$ cat src/rtl/ahb2apb_bridge_if.sv
// AHB-Lite slave / APB master bus bundle for ahb2apb_bridge.
// PREADY exists only when AHB2APB_WAIT_EN is defined.
interface ahb2apb_bridge_if;
  // AHB-Lite side
  logic        HSEL;
  logic [31:0] HADDR;
  logic [1:0]  HTRANS;
  logic        HWRITE;
  logic [2:0]  HSIZE;
  logic [31:0] HWDATA;
  logic        HREADY;
  logic        HREADYOUT;
  logic [31:0] HRDATA;
  logic        HRESP;

  // APB side
  logic [15:0] PADDR;
  logic        PWRITE;
  logic [3:0]  PSEL;
  logic        PENABLE;
  logic [31:0] PWDATA;
  logic [31:0] PRDATA0;
  logic [31:0] PRDATA1;
  logic [31:0] PRDATA2;
  logic [31:0] PRDATA3;
`ifdef AHB2APB_WAIT_EN
  logic        PREADY;
`endif

  // Bridge view: AHB slave and APB master.
  modport slave (
    input  HSEL, HADDR, HTRANS, HWRITE, HSIZE, HWDATA, HREADY,
    input  PRDATA0, PRDATA1, PRDATA2, PRDATA3,
`ifdef AHB2APB_WAIT_EN
    input  PREADY,
`endif
    output HREADYOUT, HRDATA, HRESP,
    output PADDR, PWRITE, PSEL, PENABLE, PWDATA
  );

  // System view: AHB master and APB peripherals.
  modport master (
    output HSEL, HADDR, HTRANS, HWRITE, HSIZE, HWDATA, HREADY,
    output PRDATA0, PRDATA1, PRDATA2, PRDATA3,
`ifdef AHB2APB_WAIT_EN
    output PREADY,
`endif
    input  HREADYOUT, HRDATA, HRESP,
    input  PADDR, PWRITE, PSEL, PENABLE, PWDATA
  );
endinterface

$ cat src/rtl/ahb2apb_bridge.sv
// AHB-Lite to 4-slot APB bridge; slot = HADDR[13:12], slot 0 is the tube.
// Define AHB2APB_WAIT_EN to add PREADY-driven wait states in ACCESS.
module ahb2apb_bridge (
  input  logic             clk,
  input  logic             rst_n,
  ahb2apb_bridge_if.slave  bus
);

  typedef enum logic [1:0] {
    IDLE   = 2'd0,
    WLATCH = 2'd1,
    SETUP  = 2'd2,
    ACCESS = 2'd3
  } state_e;

  state_e      state_q, state_d;
  logic        hreadyout_q, hreadyout_d;
  logic [31:0] hrdata_q, hrdata_d;
  logic [15:0] paddr_q, paddr_d;
  logic        pwrite_q, pwrite_d;
  logic [1:0]  slot_q, slot_d;
  logic [3:0]  psel_q, psel_d;
  logic        penable_q, penable_d;
  logic [31:0] pwdata_q, pwdata_d;

  logic        accept;
  logic        access_done;
  logic [31:0] prdata_sel;

  // Every access is 32-bit and only the low 16 address bits reach APB.
  logic unused_bits;
  assign unused_bits = ^{bus.HSIZE, bus.HADDR[31:16], bus.HTRANS[0]};

  assign accept = bus.HSEL & bus.HREADY & bus.HTRANS[1];

`ifdef AHB2APB_WAIT_EN
  assign access_done = bus.PREADY;
`else
  assign access_done = 1'b1;
`endif

  always_comb begin
    unique case (slot_q)
      2'd0:    prdata_sel = bus.PRDATA0;
      2'd1:    prdata_sel = bus.PRDATA1;
      2'd2:    prdata_sel = bus.PRDATA2;
      default: prdata_sel = bus.PRDATA3;
    endcase
  end

  always_comb begin
    // NOTE: every _d starts as its _q so no path leaves a variable unassigned,
    // which is what keeps this block from inferring latches.
    state_d     = state_q;
    hreadyout_d = hreadyout_q;
    hrdata_d    = hrdata_q;
    paddr_d     = paddr_q;
    pwrite_d    = pwrite_q;
    slot_d      = slot_q;
    psel_d      = psel_q;
    penable_d   = penable_q;
    pwdata_d    = pwdata_q;

    unique case (state_q)
      IDLE: begin
        if (accept) begin
          paddr_d     = bus.HADDR[15:0];
          pwrite_d    = bus.HWRITE;
          slot_d      = bus.HADDR[13:12];
          hreadyout_d = 1'b0;
          if (bus.HWRITE) begin
            state_d = WLATCH;
          end else begin
            // Reads skip WLATCH, so the select is set now to be live in SETUP.
            state_d = SETUP;
            psel_d  = 4'b0001 << bus.HADDR[13:12];
          end
        end
      end
      WLATCH: begin
        pwdata_d = bus.HWDATA;
        psel_d   = 4'b0001 << slot_q;
        state_d  = SETUP;
      end
      SETUP: begin
        penable_d = 1'b1;
        state_d   = ACCESS;
      end
      ACCESS: begin
        if (access_done) begin
          psel_d      = 4'b0000;
          penable_d   = 1'b0;
          hreadyout_d = 1'b1;
          state_d     = IDLE;
          if (!pwrite_q) hrdata_d = prdata_sel;
        end
      end
      default: state_d = IDLE;
    endcase
  end

  // NOTE: sequential state uses non-blocking assignments so all flops update
  // together from pre-edge values regardless of statement order.
  always_ff @(posedge clk or negedge rst_n) begin
    if (!rst_n) begin
      state_q     <= IDLE;
      hreadyout_q <= 1'b1;
      hrdata_q    <= 32'h0;
      paddr_q     <= 16'h0;
      pwrite_q    <= 1'b0;
      slot_q      <= 2'd0;
      psel_q      <= 4'b0000;
      penable_q   <= 1'b0;
      pwdata_q    <= 32'h0;
    end else begin
      state_q     <= state_d;
      hreadyout_q <= hreadyout_d;
      hrdata_q    <= hrdata_d;
      paddr_q     <= paddr_d;
      pwrite_q    <= pwrite_d;
      slot_q      <= slot_d;
      psel_q      <= psel_d;
      penable_q   <= penable_d;
      pwdata_q    <= pwdata_d;
    end
  end

  assign bus.HREADYOUT = hreadyout_q;
  assign bus.HRDATA    = hrdata_q;
  assign bus.HRESP     = 1'b0;
  assign bus.PADDR     = paddr_q;
  assign bus.PWRITE    = pwrite_q;
  assign bus.PSEL      = psel_q;
  assign bus.PENABLE   = penable_q;
  assign bus.PWDATA    = pwdata_q;

endmodule

$ cat src/flat_wrapper.sv
// flat-port wrapper written by rule: the top's interface ports become plain ports
module ahb2apb_bridge_flat 
  (clk, rst_n, bus_HSEL, bus_HADDR, bus_HTRANS, bus_HWRITE, bus_HSIZE, bus_HWDATA, bus_HREADY, bus_PRDATA0, bus_PRDATA1, bus_PRDATA2, bus_PRDATA3, bus_HREADYOUT, bus_HRDATA, bus_HRESP, bus_PADDR, bus_PWRITE, bus_PSEL, bus_PENABLE, bus_PWDATA);
  ahb2apb_bridge_if bus_i ();
  input  logic clk;
  input  logic rst_n;
  input wire logic [$bits(bus_i.HSEL)-1:0] bus_HSEL;
  input wire logic [$bits(bus_i.HADDR)-1:0] bus_HADDR;
  input wire logic [$bits(bus_i.HTRANS)-1:0] bus_HTRANS;
  input wire logic [$bits(bus_i.HWRITE)-1:0] bus_HWRITE;
  input wire logic [$bits(bus_i.HSIZE)-1:0] bus_HSIZE;
  input wire logic [$bits(bus_i.HWDATA)-1:0] bus_HWDATA;
  input wire logic [$bits(bus_i.HREADY)-1:0] bus_HREADY;
  input wire logic [$bits(bus_i.PRDATA0)-1:0] bus_PRDATA0;
  input wire logic [$bits(bus_i.PRDATA1)-1:0] bus_PRDATA1;
  input wire logic [$bits(bus_i.PRDATA2)-1:0] bus_PRDATA2;
  input wire logic [$bits(bus_i.PRDATA3)-1:0] bus_PRDATA3;
  output wire logic [$bits(bus_i.HREADYOUT)-1:0] bus_HREADYOUT;
  output wire logic [$bits(bus_i.HRDATA)-1:0] bus_HRDATA;
  output wire logic [$bits(bus_i.HRESP)-1:0] bus_HRESP;
  output wire logic [$bits(bus_i.PADDR)-1:0] bus_PADDR;
  output wire logic [$bits(bus_i.PWRITE)-1:0] bus_PWRITE;
  output wire logic [$bits(bus_i.PSEL)-1:0] bus_PSEL;
  output wire logic [$bits(bus_i.PENABLE)-1:0] bus_PENABLE;
  output wire logic [$bits(bus_i.PWDATA)-1:0] bus_PWDATA;
  assign bus_i.HSEL = bus_HSEL;
  assign bus_i.HADDR = bus_HADDR;
  assign bus_i.HTRANS = bus_HTRANS;
  assign bus_i.HWRITE = bus_HWRITE;
  assign bus_i.HSIZE = bus_HSIZE;
  assign bus_i.HWDATA = bus_HWDATA;
  assign bus_i.HREADY = bus_HREADY;
  assign bus_i.PRDATA0 = bus_PRDATA0;
  assign bus_i.PRDATA1 = bus_PRDATA1;
  assign bus_i.PRDATA2 = bus_PRDATA2;
  assign bus_i.PRDATA3 = bus_PRDATA3;
  assign bus_HREADYOUT = bus_i.HREADYOUT;
  assign bus_HRDATA = bus_i.HRDATA;
  assign bus_HRESP = bus_i.HRESP;
  assign bus_PADDR = bus_i.PADDR;
  assign bus_PWRITE = bus_i.PWRITE;
  assign bus_PSEL = bus_i.PSEL;
  assign bus_PENABLE = bus_i.PENABLE;
  assign bus_PWDATA = bus_i.PWDATA;
  ahb2apb_bridge u_core (.clk(clk), .rst_n(rst_n), .bus(bus_i));
endmodule
$ cat config.mk
export PLATFORM = sky130hd
export DESIGN_NAME = ahb2apb_bridge_flat
export DESIGN_NICKNAME = d
export VERILOG_FILES = /design/src/rtl/ahb2apb_bridge_if.sv /design/src/rtl/ahb2apb_bridge.sv /design/src/flat_wrapper.sv
export SDC_FILE = /design/constraint.sdc
export NUM_CORES = 1
export LEC_CHECK = 0
export CORE_AREA = 2 2 111 113
export CTS_BUF_LIST = sky130_fd_sc_hd__clkbuf_8
export DETAILED_ROUTE_END_ITERATION = 10
export DIE_AREA = 0 0 113 115
export GPL_TIMING_DRIVEN = 1
export HOLD_SLACK_MARGIN = 0.05
export PLACE_DENSITY = 0.83
export SLEW_MARGIN = 20
export SYNTH_ARGS = -nofsm -noshare
export SYNTH_HDL_FRONTEND = slang
export SYNTH_SLANG_ARGS = --single-unit
$ cat constraint.sdc
create_clock -name clk -period 5.6 [get_ports clk]
set_clock_uncertainty 0.2 [all_clocks]
set_input_delay 0.56 -clock clk [delete_from_list [all_inputs] [get_ports clk]]
set_output_delay 0.56 -clock clk [all_outputs]
set_load 0.01 [all_outputs]
### After elaboration in Yosys (flattened, before gate mapping)

Index checks and enable logic that the tools add are counted.

| cells by class | value |
|---|---|
| $add $sub $neg | 0 |
| $mul | 0 |
| div/mod/pow operators | 0 |
| $lt $le $gt $ge | 0 |
| equality and inequality tests | 7 |
| shift-type cells | 2 |
| multiplexer cells | 10 |
| bitwise gates (word level) | 3 |
| reduce and logical (&&, ||, !) cells | 9 |

Operators with widths:

| cell | count |
|---|---|
| $pmux 32 s3 | 1 |
| $pmux 4 s3 | 1 |
| $mux 4 | 2 |
| $pmux 2 s4 | 1 |
| $shl 1x2->4 const A | 2 |
| $eq 2x2->1 const B | 3 |
| $reduce_and 2->1 | 3 |
| $eq 2x1->1 const B | 2 |
| $logic_not 2->1 | 2 |
| $mux 2 | 2 |
| $pmux 1 s2 | 2 |
| $reduce_bool 2->1 | 2 |
| $reduce_and 3->1 | 1 |
| $reduce_bool 3->1 | 1 |
| $and 1x1->1 | 2 |
| $ne 2x1->1 const B | 1 |
| $ne 2x2->1 const B | 1 |
| $mux 1 | 1 |
| $not 1->1 | 1 |

| storage, ports and cells | value |
|---|---|
| bits in registers | 91 |
| latch bits | 0 |
| memory bits (writable) | 0 |
| memory bits (read-only) | 0 |
| input bits | 202 |
| output and inout port bits | 88 |
| word-level logic and storage cells | 40 |
| memories kept | 0 |

### Logic depth before layout (Yosys ltp)

Gate-level depths: netlist (run 1).

| logic depth | value |
|---|---|
| depth in word-level cells | 4 |
| depth in mapped cells | 6 |
| mapped depth without buffers | 5 |

### Worst setup path after synthesis (run 1)

OpenSTA, ideal clock, no wires.

| timing path | value |
|---|---|
| kind | register to register |
| from | register u_core.state_q[0] |
| to | register u_core.psel_q[0], in the netlist u_core.bus.PSEL[0] |
| library setup time | 125 ps |
| arrival | 1,562 ps |
| required time | 5,275 ps |
| slack | 3,713 ps |
| cell stages (with the launch flop) | 6 |
| path buffers | 0 |
| clock period less this slack | 1,887 ps |
| path through | dfrtp_1 > inv_1 > ha_1 > or2_2 > o22ai_1 > mux2_2 |

| on the way | value |
|---|---|
| word-level cells in the longest chain between the ends | 3 |
| elaborated cells on any way between the ends | 8 |
| classes of those cells | 4 x eq/ne; 1 x mux; 3 x reduce/logical |

Ends and longest elaborated chain:

| item | RTL line | RTL |
|---|---|---|
| start: declaration | ahb2apb_bridge.sv:16 | `state_e state_q, state_d;` |
| start signal: assignment | ahb2apb_bridge.sv:116 | `state_q <= state_d;` |
| $eq 2x1->1 (tied with other cells) | ahb2apb_bridge.sv:64 | `unique case (state_q)` |
| $reduce_bool 3->1 (no source line) (tied with other cells) | -- |  |
| $reduce_and 3->1 (no source line) | -- |  |
| end signal: assignment | ahb2apb_bridge.sv:122 | `psel_q <= psel_d;` |
| end: declaration | ahb2apb_bridge.sv:22 | `logic [3:0] psel_q, psel_d;` |

Parallel ways exist; a longest one is shown, timed or not.
A chain may end at the register's enable or synchronous reset.

### Worst setup path in the final report (run 1)

| timing path | value |
|---|---|
| from | register u_core.paddr_q[13], in the netlist u_core.bus.PADDR[13] |
| to | output port bus_PADDR[13] |

RTL lines:

| item | RTL line | RTL |
|---|---|---|
| start: declaration | ahb2apb_bridge.sv:19 | `logic [15:0] paddr_q, paddr_d;` |
| start signal: assignment | ahb2apb_bridge.sv:119 | `paddr_q <= paddr_d;` |
| end: declaration | flat_wrapper.sv:21 | `output wire logic [$bits(bus_i.PADDR)-1:0] bus_PADDR;` |

No word-level cell between the ends.

==> results of run 1 <==
placed cells by master, fill, tap and decap left out, types with 2 or more instances in the layout:
cell | netlist | final
mux2_2 | 59 | 59
clkinvlp_4 | 0 | 2
nor3_1 | 4 | 4
mux4_2 | 28 | 28
inv_1 | 3 | 4
mux2i_1 | 6 | 6
nand2_1 | 2 | 2
clkbuf_8 | 0 | 9
mux2_4 | 26 | 26
clkdlybuf4s50_1 | 0 | 267
clkinv_2 | 0 | 2
buf_4 | 4 | 6
ha_1 | 5 | 5
nor2_1 | 2 | 2
mux4_1 | 4 | 4
dfrtp_1 | 88 | 87
per-stage QoR:
stage	hold WS [ns]	area, um2	worst slack [ns]	cells	total power, W
after detailed placement	0.290	7160	3.16	657	0.00324
after global placement	0.288	7160	3.21	657	0.00318
after CTS	0.314	7340	2.78	674	0.00366
final	0.311	7340	2.83	674	0.00360
after global routing	0.323	7340	2.70	674	0.00382
after floorplan	0.0644	4390	3.71	255	0.00231
cells in the mapped netlist:
cell type  number
nor2b_1         1
mux2_1          1
mux4_1          4
mux2i_1         6
ha_1            5
buf_12          2
nand4_2         1
mux2_4         26
a22o_1          1
nand2_1         2
mux4_2         28
dfrtp_1        88
o22ai_1         1
buf_4           4
clkbuf_1        3
buf_2           7
dfstp_2         1
inv_1           3
conb_1          1
buf_6           2
or2_2           1
nor3_1          4
mux2_2         59
nand3_1         1
o21ai_0         1
nor2_1          2
flip-flops by register name (all words and copies together) (netlist names):
signal / count
u_core.bus.HRDATA: 32
u_core.bus.PWDATA: 32
u_core.bus.PADDR: 15
u_core.bus.PSEL: 4
u_core.state_q: 2
u_core.bus.HREADYOUT: 1
u_core.bus.PENABLE: 1
u_core.bus.PWRITE: 1
u_core.slot_q: 1
what timing repair did:
item | in CTS | in global routing
hold buffers | 1 | 0
endpoints found under the hold margin | 29 | 0
gates resized for setup | 0 | 0
endpoints found under the setup margin | 0 | 0
cell type report:
type	instances	area (um2)
multi-input cells	145	2020
inverters	3	11.3
clock inverters	7	46.3
well taps	147	184
flip-flops and latches	89	2230
fillers	920	4470
clock buffers	9	124
repair buffers	274	2730
cells by family after synthesis:
logic type	after synthesis	synth area share, %
buf+inv	21	3.42
mux	124	42.4
flops	89	50.7
other cells	1	0.0854
compound gates	3	0.456
simple gates	12	1.48
fa+ha+maj	5	1.42
power groups by stage:
stage | Sequential, W | Combinational (W) | Clock (W)
2_1_floorplan | 0.00129 | 0.00102 | 0
3_3_place_gp | 0.00116 | 0.00202 | 0
3_5_place_dp | 0.00118 | 0.00206 | 0
4_1_cts | 0.00117 | 0.00207 | 0.000414
5_1_grt | 0.00121 | 0.00217 | 0.000435
6_report | 0.00117 | 0.00204 | 0.000398
final timing paths:
kind                                 startpoint  slack, ns                     to  depth (start not counted)
setup reg to reg              u_core.state_q[0]       3.19  u_core.bus.HRDATA[31]                          4
setup / recovery           u_core.bus.PADDR[13]       2.83          bus_PADDR[13]                          2
hold reg to reg             u_core.bus.PADDR[9]       0.31    u_core.bus.PADDR[9]                          1
min in group asynchronous                 rst_n       0.46  u_core.bus.PWDATA[20]                          2
max in group asynchronous                 rst_n       3.60       u_core.slot_q[0]                          3
hold / removal              u_core.bus.PADDR[9]       0.31    u_core.bus.PADDR[9]                          1
metal layers:
layer,vias up,GRT usage (%)
met3,20,6.06
met1,1636,22.1
li1,1498,-
met4,0,6.42
met2,153,34.4
met5,-,0
==> results.cfg, run 1 <==
[status]
run_status = complete, but fails checks
failed_checks = DRC

[clock_tree]
cts.clk_slew.worst_paths_ns = 0.09
clock_latency_ns = 0.36
cts_setup_buffers = 0
cts_tree = built
clockBufferDepth = 2
numClockSinks = 89
cts-htree-levels = 3
numCtsBuffers = 9
cts_root_buffer = clkbuf_8

[sta]
fin_crit_ns = 2.77
slew_violations = 0
max_freq_mhz = 361
maxSlewHeadroom_pct = 47.7
period_share_pct = 49.5
finalSetupViolations = 0
max_slew.worst_pin.slew_ns = 0.784
rsz0062_at_grt = no
setup_tns_ns = 0
hold_violations = 0

[critical_path]
worst-path-max-fanout = 28
slowest_delay_ns = 0.63
cp.required_ns = 4.84
cp_top_family = buffers and inverters
worst_ep_arrival_time_ns = 2.01
path_class = register to primary output
cp.buffers_inverters = 2
cp_slowest_cell = clkdlybuf4s50_1
path_cells = buf_4 -> clkdlybuf4s50_1
cp-start-kind = register
worst_setup_path_end_kind = primary output

[yosys]
yosys_warnings = 0
syn-num-nets = 462
synth_area_leaders = dfrtp_1 50%, mux2_2 15%, mux4_2 14%
synth_seq_cells = 89
ys_seq_area_share_pct = 50.7
yosys.area.top_type = dfrtp_1
synth_area_per_cell_um2 = 17.2
synth_cell_types = 26
yosysTopAreaCellShare_pct = 50.1
netlist_instances = 255
syn_area_um2 = 4390

[detailed_routing]
remaining_drc_errors = 20
wl_met1_um = 4610
wl_met2_um = 6480
wl_met3_um = 1250
top_layer_used = met4
ant_nets = 0
dr.pass1.iters = 7
wl_per_cell_um = 18.7
vias_per_cell = 4.91
routed-via-count = 3307
wirelength_um = 12600
drt_iter0_drc = 129

[die]
ios = 290
num_rows = 40
die_h_um = 115
die_x_um = 113
dieArea_um2 = 13000
initial_core_util_pct = 37.2
core_area_um2 = 11800

[global_route]
gr-total-overflow = 0
grt_first_pass_wirelength_um = 19300
antenna_found_initial = 0
first_global_vias = 3684
grt_max_degree = 61
grt_use_total_pct = 19.3

[power]
power_frac_clock_pct = 11.0
cellPowerDensity_nw_per_um2 = 491
peakVddDrop_v = 0.000233
switching_power_w = 0.00116
pwr-share-seq_pct = 32.3
power_frac_comb_pct = 56.6
p_sw_share_pct = 32.3
p_leak_nw = 2.98
p_int_w = 0.00244

[finish]
drive_gt1_share_pct = 26.4
diodes = 0
flow.area_growth_from_synthesis_pct = 67.2
nets = 729
final_util_pct = 62.2

[job]
cap_violations = 0

[placed_design]
routabilityCongestion = 0.835
dp_hpwl_um = 9910
portBuffers = 268

[hold_path]
hp-class = register to register
Power figures use the tool's default switching activity.
==> run 2: changes to the inputs <==
CORE_AREA = 2 2 112 114   (was 2 2 111 113)
DIE_AREA = 0 0 114 116   (was 0 0 113 115)
PLACE_DENSITY = 0.82   (was 0.83)
clock period = 2.65 ns   (was 5.6 ns; I/O delays follow)
==> run 2 against run 1 <==
Net effect:
- the run now ends clean
- die area rose by 1.8%
- count of clock-buffer cells in the layout did not move
- setup slack got worse by 2.3 ns
- via count rose by 1.2%
- flip-flop and latch count did not move
- largest power group unchanged
==> results.cfg, run 2 (same netlist as run 1, synthesis figures left out) <==
[detailed_routing]
wirelength_um = 13100
dr.pass1.iters = 4
drt_iter0_drc = 100
wl_per_cell_um = 19.3
ant_nets = 0
routed-via-count = 3348
remaining_drc_errors = 0
vias_per_cell = 4.95

[status]
run_status = finished, final reports clean

[critical_path]
r2r_cells = 5
path_class = register to primary output
worst_setup_path_end_kind = primary output
worst-path-max-fanout = 19
ff2ff_setup_slack_ns = 0.58
cp.required_ns = 2.18
path_cells = buf_4 -> clkdlybuf4s50_1
endpoint = bus_PADDR[12]
rr_startpoint = u_core.state_q[0]
worst_ep_arrival_time_ns = 1.65
cp-start-kind = register
cp_slowest_cell = clkdlybuf4s50_1
critPathLaunch = u_core.slot_q[0]
slowest_delay_ns = 0.61
r2r-end = u_core.bus.PSEL[0]

[clock_tree]
clock_latency_ns = 0.37
numClockSinks = 89
cts_tree = built
numCtsBuffers = 9
cts_root_buffer = clkbuf_8
cts.clk_slew.worst_paths_ns = 0.09
cts-htree-levels = 3
cts_setup_buffers = 0
clockBufferDepth = 2

[global_route]
first_global_vias = 3750
grt_max_degree = 45
grt_first_pass_wirelength_um = 19600
gr-total-overflow = 0
antenna_found_initial = 0
grt_use_total_pct = 19.7

[power]
p_leak_nw = 3.00
power_w = 0.00767
peakVddDrop_v = 0.000497
cellPowerDensity_nw_per_um2 = 1040

[die]
num_rows = 40
core_area_um2 = 11900
initial_core_util_pct = 36.9
dieArea_um2 = 13200
die_x_um = 114
die_h_um = 116
ios = 290

[sta]
fin_crit_ns = 2.12
setup_tns_ns = 0
finalSetupViolations = 0
max_freq_mhz = 472
rsz0062_at_grt = no
hold_violations = 0
max_slew.worst_pin.slew_ns = 0.587
period_share_pct = 80.0
slew_violations = 0
maxSlewHeadroom_pct = 60.8

[finish]
final_cell_mix = 267 x clkdlybuf4s50_1, 87 x dfrtp_1, 59 x mux2_2
flow.area_growth_from_synthesis_pct = 68.3
final_common_cell = clkdlybuf4s50_1
nets = 732
diodes = 0
multi_input_area_um2 = 2020
seq_area_um2 = 2230
nFillCells = 939
drive_gt1_share_pct = 26.8

[job]
cap_violations = 0

[placed_design]
dp_hpwl_um = 10400
portBuffers = 268
routabilityCongestion = 0.893

[hold_path]
hp-class = input pin to async pin
run 2: layout make-up:
class	instances	share of cell area [%]
sequential	89	30.2
inverter	3	0.152
clock buffer	9	1.68
timing repair buffer	277	37.6
clock inverter	6	0.610
tap	147	2.49
multi-input combinational	145	27.3
run 2: routing by layer:
| metal | share of wire [%] | global-route usage (%) | up-vias |
|---|---|---|---|
| li1 | - | - | 1500 |
| met1 | 37 | 21.9 | 1658 |
| met2 | 50 | 33.8 | 156 |
| met3 | 8.8 | 6.59 | 34 |
| met4 | 3.5 | 10.2 | 0 |
| met5 | 0 | 0 | - |
run 2: critical path, delay by kind of cell (launching register included):
kind / cells / cell delay [ns]
DFF: 1 / 0.36
buffers and inverters: 2 / 0.93
run 2: power breakdown:
group / internal (W) / switching [W] / total, W
Combinational: 0.00280 / 0.00158 / 0.00438
Sequential: 0.00206 / 0.000389 / 0.00245
Clock: 0.000338 / 0.000504 / 0.000842
Total: 0.00519 / 0.00248 / 0.00767
run 2: what timing repair did:
item,4_1_cts,5_1_grt
hold endpoints to repair,88,0
hold buffers,1,0
gates resized for setup,0,0
run 2: through the flow:
step / util (%) / instances / setup WS (ns) / hold slack [ns] / area, um2
finish: 62.0 / 676 / 0.530 / 0.113 / 7390
global route: 62.0 / 676 / 0.426 / 0.145 / 7390
CTS: 62.0 / 676 / 0.484 / 0.101 / 7390
detailed placement: 60.5 / 660 / 0.592 / -0.0241 / 7210
global placement: 60.5 / 660 / 0.630 / -0.0286 / 7210
floorplan: - / 255 / 0.763 / -0.231 / 4390
run 2: how the worst min path moves through the flow:
stage / start / cells past startpoint / end / slack, ns
2_1_floorplan: rst_n / 0 / u_core.bus.HRDATA[0] / -0.23
4_1_cts: rst_n / 2 / u_core.bus.HRDATA[11] / 0.10
6_report: rst_n / 2 / u_core.bus.HRDATA[11] / 0.11
3_3_place_gp: rst_n / 1 / u_core.bus.HRDATA[19] / -0.03
5_1_grt: rst_n / 2 / u_core.bus.HRDATA[11] / 0.14
3_5_place_dp: rst_n / 1 / u_core.bus.HRDATA[11] / -0.02
==> variant (config.mk and constraints of run 2) <==
Reset style: synchronous (`rst_n`), changed in one clocked block.
--- a/src/rtl/ahb2apb_bridge.sv
+++ b/src/rtl/ahb2apb_bridge.sv
@@ -102,5 +102,5 @@
   // NOTE: sequential state uses non-blocking assignments so all flops update
   // together from pre-edge values regardless of statement order.
-  always_ff @(posedge clk or negedge rst_n) begin
+  always_ff @(posedge clk) begin
     if (!rst_n) begin
       state_q     <= IDLE;
Function: differs if rst_n is asserted again (counterexample within 4 cycles, from zero or initial values and one cycle with rst_n low); with rst_n held inactive, the same outputs for 10 cycles.
==> variant against run 2 <==
- sequential cell count unchanged
- final area is 5.7% lower
- first-iteration DRC count rose by 96%
- wire length is 5.7% higher
- synthesized area shrank 9.9%
- register-to-register slack gained 0.04 ns
- setup slack lost 0.25 ns
Power is not compared: it rests on default switching activity, and its combinational part moved more than twofold at a synthesized area within 25%.
==> variant: results (changes against run 2) <==
- RD Place Congestion: 0.858 (was 0.893)
- Sequential share of the synthesized area: 45.0% (was 50.7%)
- Net count after synthesis: 548 (was 462)
- Layout cells sized above 1: 10.7% (was 26.8%)
- Detailed placement HPWL: 10,800 um (was 10,400 um)
- Hold WS: 0.232 ns (was 0.113 ns)
- Final Net Count: 811 (was 732)
- DR iter-0 viols: 196 (was 100)
- First-pass GRT wire length: 20,700 um (was 19,600 um)
- CTS H-tree lvls: 3 (unchanged)
- Worst Reg2Reg Path Length in Cells: 3 (was 5)
- Top cells by count, synth: 89 x dfxtp_1, 39 x nand2_1, 38 x mux2i_1 (was 88 x dfrtp_1, 59 x mux2_2, 28 x mux4_2)
- # diodes: 0 (unchanged)
- Critical R2R Capture: u_core.bus.HRDATA[27]$_SDFFE_PN0P_ (was u_core.bus.PSEL[0]$_DFFE_PN0P_)
- Hold/Removal Path Class: input pin to flop (was input pin to async pin)
- Gr usage total: 20.4% (was 19.7%)
- Synth unique cells: 31 (was 26)
- Worst r2r src: u_core.slot_q[0]$_SDFFE_PN0P_ (was u_core.state_q[0]$_DFFE_PN0P_)
- CP peak stage delay: 0.65 ns (was 0.61 ns)
- Largest net degree at the start of global routing: 33 (was 45)
- Run status: complete, no violations (unchanged)
- Worst R2R Setup Slack: 0.62 ns (was 0.58 ns)
- Synth async-reset ratio: 0% (was 100%)
- Worst slew margin: 56.7% (was 60.8%)
- CP max-delay cell: dfxtp_2 (was clkdlybuf4s50_1)
- Avg WL per Cell: 18.3 um (was 19.3 um)
- Crit-path leading delay family: buffers and inverters (unchanged)
- Crit path arrival time: 1.91 ns (was 1.65 ns)
- Crit-path max FO: 15 (was 19)
- Number of global-route vias before repair: 4,002 (was 3,750)
- Fillers: 1,018 (was 939)
- Synth area leaders: dfxtp_1 45%, mux4_2 16%, mux2i_1 9.6% (was dfrtp_1 50%, mux2_2 15%, mux4_2 14%)
- Area post-placement: 6760 um2 (was 7210 um2)
## variant: changes by cell type after synthesis, moves of 10 or more
cell | run 2 | this run
nor2_1 | 2 | 32
mux2_2 | 59 | 2
dfxtp_1 | 0 | 89
mux2i_1 | 6 | 38
a22o_1 | 1 | 32
dfrtp_1 | 88 | 0
buf_2 | 7 | 17
mux2_4 | 26 | 0
a21oi_1 | 0 | 17
nand2_1 | 2 | 39
## variant: where the power goes
part | switching, mW | leakage [nW] | internal, mW
Clock | 0.549 | 0.100 | 0.455
Sequential | 0.116 | 0.723 | 1.53
Combinational | 0.661 | 1.67 | 0.939
Total | 1.33 | 2.50 | 2.93
## variant: area by class of cell
class	instances	area [um2]	share of cell area [%]
Inverter	5	18.8	0.269
Clock inverter	7	85.1	1.22
Multi-Input combinational cell	218	1980	28.4
Clock buffer	9	124	1.78
Tap cell	147	184	2.64
Timing Repair Buffer	281	2790	40.1
Sequential cell	89	1780	25.6
## variant: how the worst max path moves through the flow
stage / endpoint / start / slack (ns) / depth (start not counted)
detailed placement: u_core.bus.HRDATA[27]$_SDFFE_PN0P_ / u_core.slot_q[0]$_SDFFE_PN0P_ / 0.62 / 3
floorplan: u_core.bus.PSEL[0]$_SDFFE_PN0P_ / u_core.state_q[0]$_SDFFE_PN0P_ / 0.93 / 5
global placement: u_core.bus.HRDATA[30]$_SDFFE_PN0P_ / u_core.slot_q[0]$_SDFFE_PN0P_ / 0.64 / 3
finish: bus_PADDR[12] / u_core.slot_q[0]$_SDFFE_PN0P_ / 0.28 / 2
global route: bus_PADDR[12] / u_core.slot_q[0]$_SDFFE_PN0P_ / 0.11 / 2
CTS: bus_PADDR[12] / u_core.slot_q[0]$_SDFFE_PN0P_ / 0.21 / 2
## variant: worst register-to-register path: stages, from the launching register on
cell     delay, ns
dfxtp_2       0.65
buf_4         0.32
mux4_2        0.55
a22o_1        0.21
## variant: cells by family after synthesis
kind of cell / after synthesis / share of synthesized area (%)
other cells: 1 / 0.0948
fa+ha+maj: 5 / 1.58
flops: 89 / 45.0
simple gates: 83 / 8.54
mux: 72 / 28.8
compound gates: 57 / 10.9
buf+inv: 34 / 5.06
## variant: layer usage
metal	share of wire (%)	vias to the layer above	global-route usage (%)
met5	0	-	0
met4	2.1	0	8.37
met3	9.5	24	6.69
met2	52	166	37.8
met1	36	1850	21.3
li1	-	1784	-
## variant: per-stage QoR
stage,std cells,power (mW),worst slack [ns]
floorplan,341,2.50,0.927
global placement,740,3.22,0.636
detailed placement,740,3.29,0.617
CTS,756,4.31,0.213
global route,756,4.50,0.113
finish,756,4.25,0.277
